===== src/rtl/bwidow_dl_pkg.sv =====
// Shared types and constants for the Black Widow download/configuration front-end.
package bwidow_dl_pkg;

   typedef enum logic [1:0] {
      ST_IDLE,
      ST_ROM_DL,
      ST_CFG_DL,
      ST_SETTLE
   } dl_state_t;

   localparam logic [7:0] IDX_ROM = 8'd0;
   localparam logic [7:0] IDX_MOD = 8'd1;
   localparam logic [7:0] IDX_DIP = 8'd254;

   localparam logic [7:0] MOD_BWIDOW   = 8'd0;
   localparam logic [7:0] MOD_GRAVITAR = 8'd1;
   localparam logic [7:0] MOD_LUNARBAT = 8'd2;
   localparam logic [7:0] MOD_SPACDUEL = 8'd3;

   // Bit i is set when code == i and i is a valid game code; out-of-range codes give all zeros.
   function automatic logic [3:0] mod_onehot(input logic [7:0] code, input int unsigned count);
      logic [3:0] r;
      r = '0;
      for (int unsigned i = 0; i < 4; i++) begin
         r[i] = (code == 8'(i)) && (i < count);
      end
      return r;
   endfunction

endpackage


===== src/rtl/bwidow_settle_timer.sv =====
// Loadable down-counter; done is asserted while running with the count at zero.
module bwidow_settle_timer #(
   parameter int unsigned WIDTH = 16
) (
   input  logic             clk,
   input  logic             reset,
   input  logic             load,
   input  logic [WIDTH-1:0] value,
   input  logic             run,
   output logic             done
);

   logic [WIDTH-1:0] count;

   always_ff @(posedge clk) begin
      if (reset) begin
         count <= '0;
      end else if (load) begin
         count <= value;
      end else if (run && (count != '0)) begin
         count <= count - 1'b1;
      end
   end

   assign done = run && (count == '0);

endmodule


===== src/rtl/bwidow_dl_ctrl.sv =====
// Demultiplexes the hps_io ioctl byte stream into ROM writes, game select and DIP bytes,
// and holds the core in reset during and shortly after a ROM download.
module bwidow_dl_ctrl
   import bwidow_dl_pkg::*;
#(
   parameter int unsigned ROM_AW        = 16,
   parameter int unsigned SETTLE_CYCLES = 1024,
   parameter int unsigned MOD_COUNT     = 4
) (
   input  logic              clk_12,
   input  logic              reset,
   input  logic              ioctl_download,
   input  logic              ioctl_wr,
   input  logic [24:0]       ioctl_addr,
   input  logic [7:0]        ioctl_dout,
   input  logic [7:0]        ioctl_index,
   output logic [ROM_AW-1:0] dn_addr,
   output logic [7:0]        dn_data,
   output logic              dn_wr,
   output logic              mod_bwidow,
   output logic              mod_gravitar,
   output logic              mod_lunarbat,
   output logic              mod_spacduel,
   output logic [7:0]        sw0,
   output logic [7:0]        sw1,
   output logic [7:0]        sw2,
   output logic              core_hold,
   output logic              rom_valid,
   output logic              rom_overflow
);

   localparam logic [15:0] SETTLE_LOAD = 16'(SETTLE_CYCLES - 1);

   dl_state_t state;
   dl_state_t state_next;

   logic       dl_prev = 1'b0;
   logic       dl_start;
   logic       settle_done;
   logic       settle_load;
   logic       settle_end;
   logic       rom_start;
   logic       rom_wr;
   logic       cfg_wr;
   logic       addr_ok;

   logic [7:0]      mod_code  = MOD_BWIDOW;
   logic [3:0]      mod_flags = 4'b0001;
   logic [2:0][7:0] sw_q      = '0;

   // Starts are edge-qualified so a download interrupted by reset stays ignored until it restarts.
   always_ff @(posedge clk_12) begin
      dl_prev <= ioctl_download;
   end

   assign dl_start = ioctl_download && !dl_prev;

   always_ff @(posedge clk_12) begin
      if (reset) begin
         state <= ST_IDLE;
      end else begin
         state <= state_next;
      end
   end

   always_comb begin
      state_next = state;
      unique case (state)
         ST_IDLE: begin
            if (dl_start) begin
               if (ioctl_index == IDX_ROM) begin
                  state_next = ST_ROM_DL;
               end else if ((ioctl_index == IDX_MOD) || (ioctl_index == IDX_DIP)) begin
                  state_next = ST_CFG_DL;
               end
            end
         end
         ST_ROM_DL: begin
            if (!ioctl_download) state_next = ST_SETTLE;
         end
         ST_CFG_DL: begin
            if (!ioctl_download) state_next = ST_IDLE;
         end
         ST_SETTLE: begin
            if (dl_start && (ioctl_index == IDX_ROM)) begin
               state_next = ST_ROM_DL;
            end else if (settle_done) begin
               state_next = ST_IDLE;
            end
         end
         default: state_next = ST_IDLE;
      endcase
   end

   // Writes are qualified by the next state: a byte on the rising edge is taken, one on the falling edge is dropped.
   assign rom_wr      = ioctl_wr && (state_next == ST_ROM_DL);
   assign cfg_wr      = ioctl_wr && (state_next == ST_CFG_DL);
   assign addr_ok     = (ioctl_addr[24:ROM_AW] == '0);
   assign rom_start   = (state != ST_ROM_DL) && (state_next == ST_ROM_DL);
   assign settle_load = (state == ST_ROM_DL) && (state_next == ST_SETTLE);
   assign settle_end  = (state == ST_SETTLE) && (state_next == ST_IDLE);

   bwidow_settle_timer #(
      .WIDTH(16)
   ) u_settle (
      .clk   (clk_12),
      .reset (reset),
      .load  (settle_load),
      .value (SETTLE_LOAD),
      .run   (state == ST_SETTLE),
      .done  (settle_done)
   );

   always_ff @(posedge clk_12) begin
      if (reset) begin
         dn_wr        <= 1'b0;
         dn_addr      <= '0;
         dn_data      <= '0;
         core_hold    <= 1'b0;
         rom_valid    <= 1'b0;
         rom_overflow <= 1'b0;
      end else begin
         dn_wr <= rom_wr && addr_ok;
         if (rom_wr && addr_ok) begin
            dn_addr <= ioctl_addr[ROM_AW-1:0];
            dn_data <= ioctl_dout;
         end
         rom_overflow <= (rom_overflow && !rom_start) || (rom_wr && !addr_ok);
         if (rom_start) begin
            core_hold <= 1'b1;
            rom_valid <= 1'b0;
         end else if (settle_end) begin
            core_hold <= 1'b0;
            rom_valid <= ~rom_overflow;
         end
      end
   end

   // Configuration registers survive reset; only their power-up values are defined.
   always_ff @(posedge clk_12) begin
      if (cfg_wr) begin
         if ((ioctl_index == IDX_MOD) && (ioctl_addr == '0)) begin
            mod_code <= ioctl_dout;
         end
         if ((ioctl_index == IDX_DIP) && (ioctl_addr[24:3] == '0)) begin
            case (ioctl_addr[2:0])
               3'd0:    sw_q[0] <= ioctl_dout;
               3'd1:    sw_q[1] <= ioctl_dout;
               3'd2:    sw_q[2] <= ioctl_dout;
               default: ;
            endcase
         end
      end
      mod_flags <= mod_onehot(mod_code, MOD_COUNT);
   end

   assign mod_bwidow   = mod_flags[0];
   assign mod_gravitar = mod_flags[1];
   assign mod_lunarbat = mod_flags[2];
   assign mod_spacduel = mod_flags[3];

   assign sw0 = sw_q[0];
   assign sw1 = sw_q[1];
   assign sw2 = sw_q[2];

endmodule


===== config.mk =====
export PLATFORM = sky130hd
export DESIGN_NAME = bwidow_dl_ctrl
export DESIGN_NICKNAME = d
export VERILOG_FILES = /design/src/rtl/bwidow_dl_pkg.sv /design/src/rtl/bwidow_settle_timer.sv /design/src/rtl/bwidow_dl_ctrl.sv
export SDC_FILE = /design/constraint.sdc
export NUM_CORES = 1
export LEC_CHECK = 0
export ABC_AREA = 1
export CAP_MARGIN = 15
export CORE_ASPECT_RATIO = 1.1
export CORE_UTILIZATION = 50
export CTS_CLUSTER_DIAMETER = 150
export DETAILED_ROUTE_END_ITERATION = 10
export GPL_ROUTABILITY_DRIVEN = 1
export PLACE_DENSITY = 0.91
export RECOVER_POWER = 100
export SYNTH_ARGS = -nofsm -noshare
export SYNTH_HDL_FRONTEND = slang
export SYNTH_HIERARCHICAL = 1
export SYNTH_SLANG_ARGS = --single-unit
export TNS_END_PERCENT = 20

===== constraint.sdc =====
create_clock -name clk_12 -period 4 [get_ports clk_12]
set_input_delay 1 -clock clk_12 [delete_from_list [all_inputs] [get_ports clk_12]]
set_output_delay 1 -clock clk_12 [all_outputs]
set_load 0.03 [all_outputs]

Word level (Yosys, flattened, before mapping)
Cells that the tools add are included.

operators by class
  bitwise gates (word level) = 1
  add/sub/neg operators = 1
  reduce and logical (&&, ||, !) cells = 37
  equality and inequality tests = 14
  muxes and demuxes = 12

operators by type and width
  kind                                                count
  zero test 25 bit                                    1
  zero test 22 bit                                    1
  two-way mux 10 bit                                  2
  == test 8 x 1 -> 1 bit, second input constant       2
  == test 8 x 2 -> 1 bit, second input constant       2
  zero test 16 bit                                    1
  zero test 8 bit                                     2
  nonzero test 16 bit                                 1
  subtractor 16 x 1 -> 16 bit, second input constant  1
  logical AND 1 bit                                   14
  two-way mux 2 bit                                   7
  zero test 9 bit                                     1
  AND reduction 3 bit                                 3
  == test 2 bit, second input constant                4
  == test 8 bit, second input constant                1
  one-hot mux 2 bit (4 select lines)                  1
  == test 2 x 1 -> 1 bit, second input constant       2
  zero test 2 bit                                     2
  nonzero test 2 bit                                  2
  OR reduction 2 bit                                  2
  == test 3 x 1 -> 1 bit, second input constant       1
  == test 3 x 2 -> 1 bit, second input constant       1
  zero test 1 bit                                     3
  zero test 3 bit                                     1
  5 further kinds                                     7

word-level totals
  register bits = 83
  output and inout bits = 56
  word-level logic and storage cells = 80

Depth between registers and ports, before layout
  depth after elaboration = 11
  depth in mapped cells = 17

Hierarchy
Netlist, hierarchy kept.

modules (own cells, without submodules)
  module               instances  cells each  area an instance (um^2)
  bwidow_dl_ctrl       1          350         2894.0
  bwidow_settle_timer  1          221         1214.9

Least setup slack after synthesis
No wires, ideal clock.

  kind = reg-to-reg
  start point = register u_settle.count[0]
  end point = register mod_code[0], enable pin
  arrival = 2.597 ns
  path slack = 1.009 ns
  cell stages (with the launch flop) = 15
  data required time = 3.605 ns
  buffers on the path = 0
  path through = dfxtp_1 > inv_1 > ha_1 > nand3_2 > nor2_2 > nand2_1 > nor3_1 > nand3_1 > nor2_1 > nand2_1 > nand2_1 > nand2_1 > inv_1 > nand2_1 > nor4_1

between the ends
  cells in the longest elaborated chain, start to end = 8

ends and longest elaborated chain
  item                                  RTL line                   RTL
  start: declaration                    bwidow_settle_timer.sv:13  logic [WIDTH-1:0] count;
  start signal: assignment              bwidow_settle_timer.sv:19  count <= value;
  start signal: assignment              bwidow_settle_timer.sv:21  count <= count - 1'b1;
  zero test 16 bit                      bwidow_settle_timer.sv:25  assign done = run && (count == '0);
  logical AND 1 bit                     bwidow_settle_timer.sv:25
  net settle_done                       bwidow_dl_ctrl.sv:39       logic settle_done;
  two-way mux 2 bit                     bwidow_dl_ctrl.sv:87       end else if (settle_done) begin
  two-way mux 2 bit                     bwidow_dl_ctrl.sv:85       if (dl_start && (ioctl_index == IDX_ROM)) begin
  one-hot mux 2 bit (4 select lines)    bwidow_dl_ctrl.sv:68       unique case (state)
  == test 2 bit                         bwidow_dl_ctrl.sv:97       assign cfg_wr = ioctl_wr && (state_next == ST_CFG_DL);
  logical AND 1 bit                     bwidow_dl_ctrl.sv:97
  AND reduction 2 bit (no source line)  -
  end signal: assignment                bwidow_dl_ctrl.sv:143      mod_code <= ioctl_dout;
  end: declaration                      bwidow_dl_ctrl.sv:47       logic [7:0] mod_code = MOD_BWIDOW;

The timed path passes the listed nets, and every way through them passes these cells.
A chain may end at the register's enable or synchronous reset.

Worst setup path in the final report
  start point = register u_settle.count[0]
  end point = register sw_q, in the netlist sw1[7], enable pin

between the ends
  cells in the longest elaborated chain, start to end = 8

ends and longest elaborated chain
  item                                  RTL line                   RTL
  zero test 16 bit                      bwidow_settle_timer.sv:25
  logical AND 1 bit                     bwidow_settle_timer.sv:25
  net settle_done                       bwidow_dl_ctrl.sv:39
  two-way mux 2 bit                     bwidow_dl_ctrl.sv:87
  two-way mux 2 bit                     bwidow_dl_ctrl.sv:85
  one-hot mux 2 bit (4 select lines)    bwidow_dl_ctrl.sv:68
  == test 2 bit                         bwidow_dl_ctrl.sv:97
  logical AND 1 bit                     bwidow_dl_ctrl.sv:97
  AND reduction 3 bit (no source line)  -
  end: declaration                      bwidow_dl_ctrl.sv:49       logic [2:0][7:0] sw_q = '0;

The timed path passes the listed nets, and every way through them passes these cells.

==> metrics.md <==
| Metric | Value |
|---|---|
| Status | completed |
| Clock Path Buffers | 2 |
| Setup ws final | 0.668 ns |
| WHS | 0.485 ns |
| Synth async-reset ratio | 0% |
| Pwr per Cell Area | 287 nW/µm² |
| Fillcell total | 615 |
| Cell count after synthesis | 571 |
| HP Class | flop to flop |
| Post-CTS Setup Repair Bufs | 0 |
| Top FF cell, synth | dfxtp_1 |
| Most used cell, CP | nand2_1 |
| Std cell rows | 34 |
| Commonest non-fill, non-tap cell in the layout | nand2_1 |
| Worst path cell trace | inv_1, ha_1, nand3_1, nor2_1, nand2_1, nor3_1, nand3_1, nor2_1, nand2_1, nand2_1, nand2_1, inv_1, nand2_1, nor2_1, nand2_1, nor2_1 |
| Ports | 101 |
| Dpl ws | 0.704 ns |
| Vias | 3898 |
| Num CTS Buffers | 9 |
| Hold path depth | 1 |
| CTS tree | done |
| CTS clk-pin slew, worst paths | 0.09 ns |
| Routed Antenna Nets | 0 |
| Core area | 7960 µm² |
| Final Net Count | 730 |
| Sequential fraction of the synthesis area | 48.2% |
| Die Width | 88.4 µm |
| Layout cell share with drive strength beyond 1 | 3.92% |
| Remaining DRCs | 0 |
| Global-route wire length before repair | 16.7 mm |
| Die area | 8580 µm² |
| Min-delay src | mod_code[0] |
| Wire length per cell | 12.8 µm |
| Final Hold Fails | 0 |
| Post-detail-place hpwl | 7.75 mm |
| Post-CTS Hold Buffers | 0 |
| Synth cell types | 34 |
| Diode count | 0 |
| Final clock period utilization by the worst path | 83.3% |
| H-tree depth reported by CTS | 3 |
| Setup violators final | 0 |
| Area grow syn2layout | 31.2% |
| Number of global-route vias before repair | 3773 |
| WL final | 10.2 mm |
| Relative slew slack | 35.6% |
| Post-CTS Resized | 0 |
| Max incr delay on CP | 0.55 ns |
| Total gr overflow | 0 |
| Max_cap viols | 0 |
| Post-synth EDFFs | 32 |
| Gpl congestion | 0.918 |
| Synthesized cell area | 4110 µm² |
| RSZ-0062 raised after global routing | no |
| Slew Limit Fails | 0 |
| Seq cells post-synth | 83 |
| Drt initial violations | 228 |
| Arr. time, crit path | 3.33 ns |
| YS warnings | 6 |
| Setup Total Neg Slack | 0 ns |
| Worst setup path startpoint | u_settle/count[0] |
| Commonest cells after routing, fill and taps aside | nand2_1 (143), inv_1 (115), nor2_1 (101) |
| Vias per cell | 4.89 |
| PortBufs | 100 |
| Worst Skew | 0.0125 ns |
| Initial Util | 51.7% |
| Root Driver | clkbuf_8 |
| Max Fanout on Critical Path | 8 |
| Worst Max-Slew Pin Slew | 0.965 ns |
| Fmax | 300 MHz |
| Largest net degree at the start of global routing | 28 |
| Post-route insts no fill | 797 |
| Worst EP required | 4.00 ns |
| Crit Path Category | flop to flop |
| Die Y | 97.1 µm |
| GRT Total Usage | 25.0% |
| DP Cell Count | 781 |
| Startpoint types | flop |
| CP Capture Type | flop |
| Slowest CP cell | nor2_1 |
| Maximum vdd drop | 0.000217 V |
| Clk_lat worst skew | 0.37 ns |
| CTS sink cnt | 83 |
| DR pass1 iterations | 5 |
| Average size of a mapped cell | 7.20 µm² |
| Reg2Reg Depth | 16 |
| Fin crit period | 3.33 ns |
| Antenna violations before repair | 0 |
| RR Startpoint | u_settle/count[0] |
| Leakage Power | 2.60 nW |
registers in the layout (all words and copies together) (netlist names):
| name | count |
|---|---|
| state | 2 |
| mod_code | 8 |
| dn_data | 8 |
| sw1 | 8 |
| core_hold | 1 |
| rom_overflow | 1 |
| rom_valid | 1 |
| sw2 | 8 |
| dn_wr | 1 |
| mod_flags | 4 |
| u_settle/count | 16 |
| dl_prev | 1 |
| dn_addr | 16 |
| sw0 | 8 |
cell type report:
class	instances	area, µm²	share of cell area (%)
tap	108	135	2.51
multi-input combinational	368	1620	30.1
clock buffer	9	124	2.30
inverter	118	443	8.22
sequential	83	1980	36.8
clock inverter	7	58.8	1.09
timing repair buffer	104	1020	19.0
per-stage QoR:
stage	util, %	total power, W	instance area (µm²)
2_1_floorplan	-	0.000934	4160
3_3_place_gp	65.8	0.000994	5240
3_5_place_dp	65.8	0.000996	5240
5_1_grt	67.7	0.00160	5390
4_1_cts	68.1	0.00155	5420
6_report	67.7	0.00155	5390
synth_stat cells (2+ instances only):
library cell  count  area (µm²)
nand2_4           2        22.5
nand3_2           2        20.0
buf_2             2        10.0
nand4_1          25         156
dfxtp_1          51        1020
conb_1            2        7.51
buf_4             2        15.0
nor3_1            7        35.0
inv_1           114         428
nor2_2            3        18.8
buf_6             3        33.8
inv_2             3        11.3
edfxtp_1         32         961
clkbuf_1          6        22.5
nor4_1            5        31.3
o21ai_1           7        35.0
o21ai_0          10        50.1
nand2_1         143         537
a21oi_1           8        40.0
nor2_1          100         375
nand3_1          29         145
buf_1             3        11.3
worst paths after layout:
path	endpoint	slack (ns)
setup / recovery	sw1[7]	0.67
hold / removal	mod_flags[2]	0.48
setup reg to reg	sw1[7]	0.67
hold reg to reg	mod_flags[2]	0.48
metal layers:
layer	share of wire, %	global-route usage (%)
met1	39	28.0
met2	52	45.0
met3	6.0	3.74
met4	2.6	12.5
met5	0	0
worst max-delay path: cells and delay by family, from the launching register on:
family	cells	cell delay (ns)
buf+inv	2	0.22
flops	1	0.33
fa+ha+maj	1	0.20
simple gates	13	2.24
report_power, final:
group          internal [W]  switching (W)  leakage, nW
Combinational     0.0000486      0.0000495         1.80
Sequential         0.000876     0.00000105        0.699
Clock              0.000237       0.000335       0.0942
logic make-up (layout without fill, tap and decap cells):
family,Yosys count,count (layout),synth area share (%)
AOI/OAI and AO/OA,28,28,3.62
xor gates and xnor gates,1,1,0.213
adders and majority gates,1,1,0.304
buffers and inverters,134,238,13.0
DFF,83,83,48.2
other,2,16,0.183
and+or+nand+nor,322,322,34.4
(Power assumes the default switching activity.)
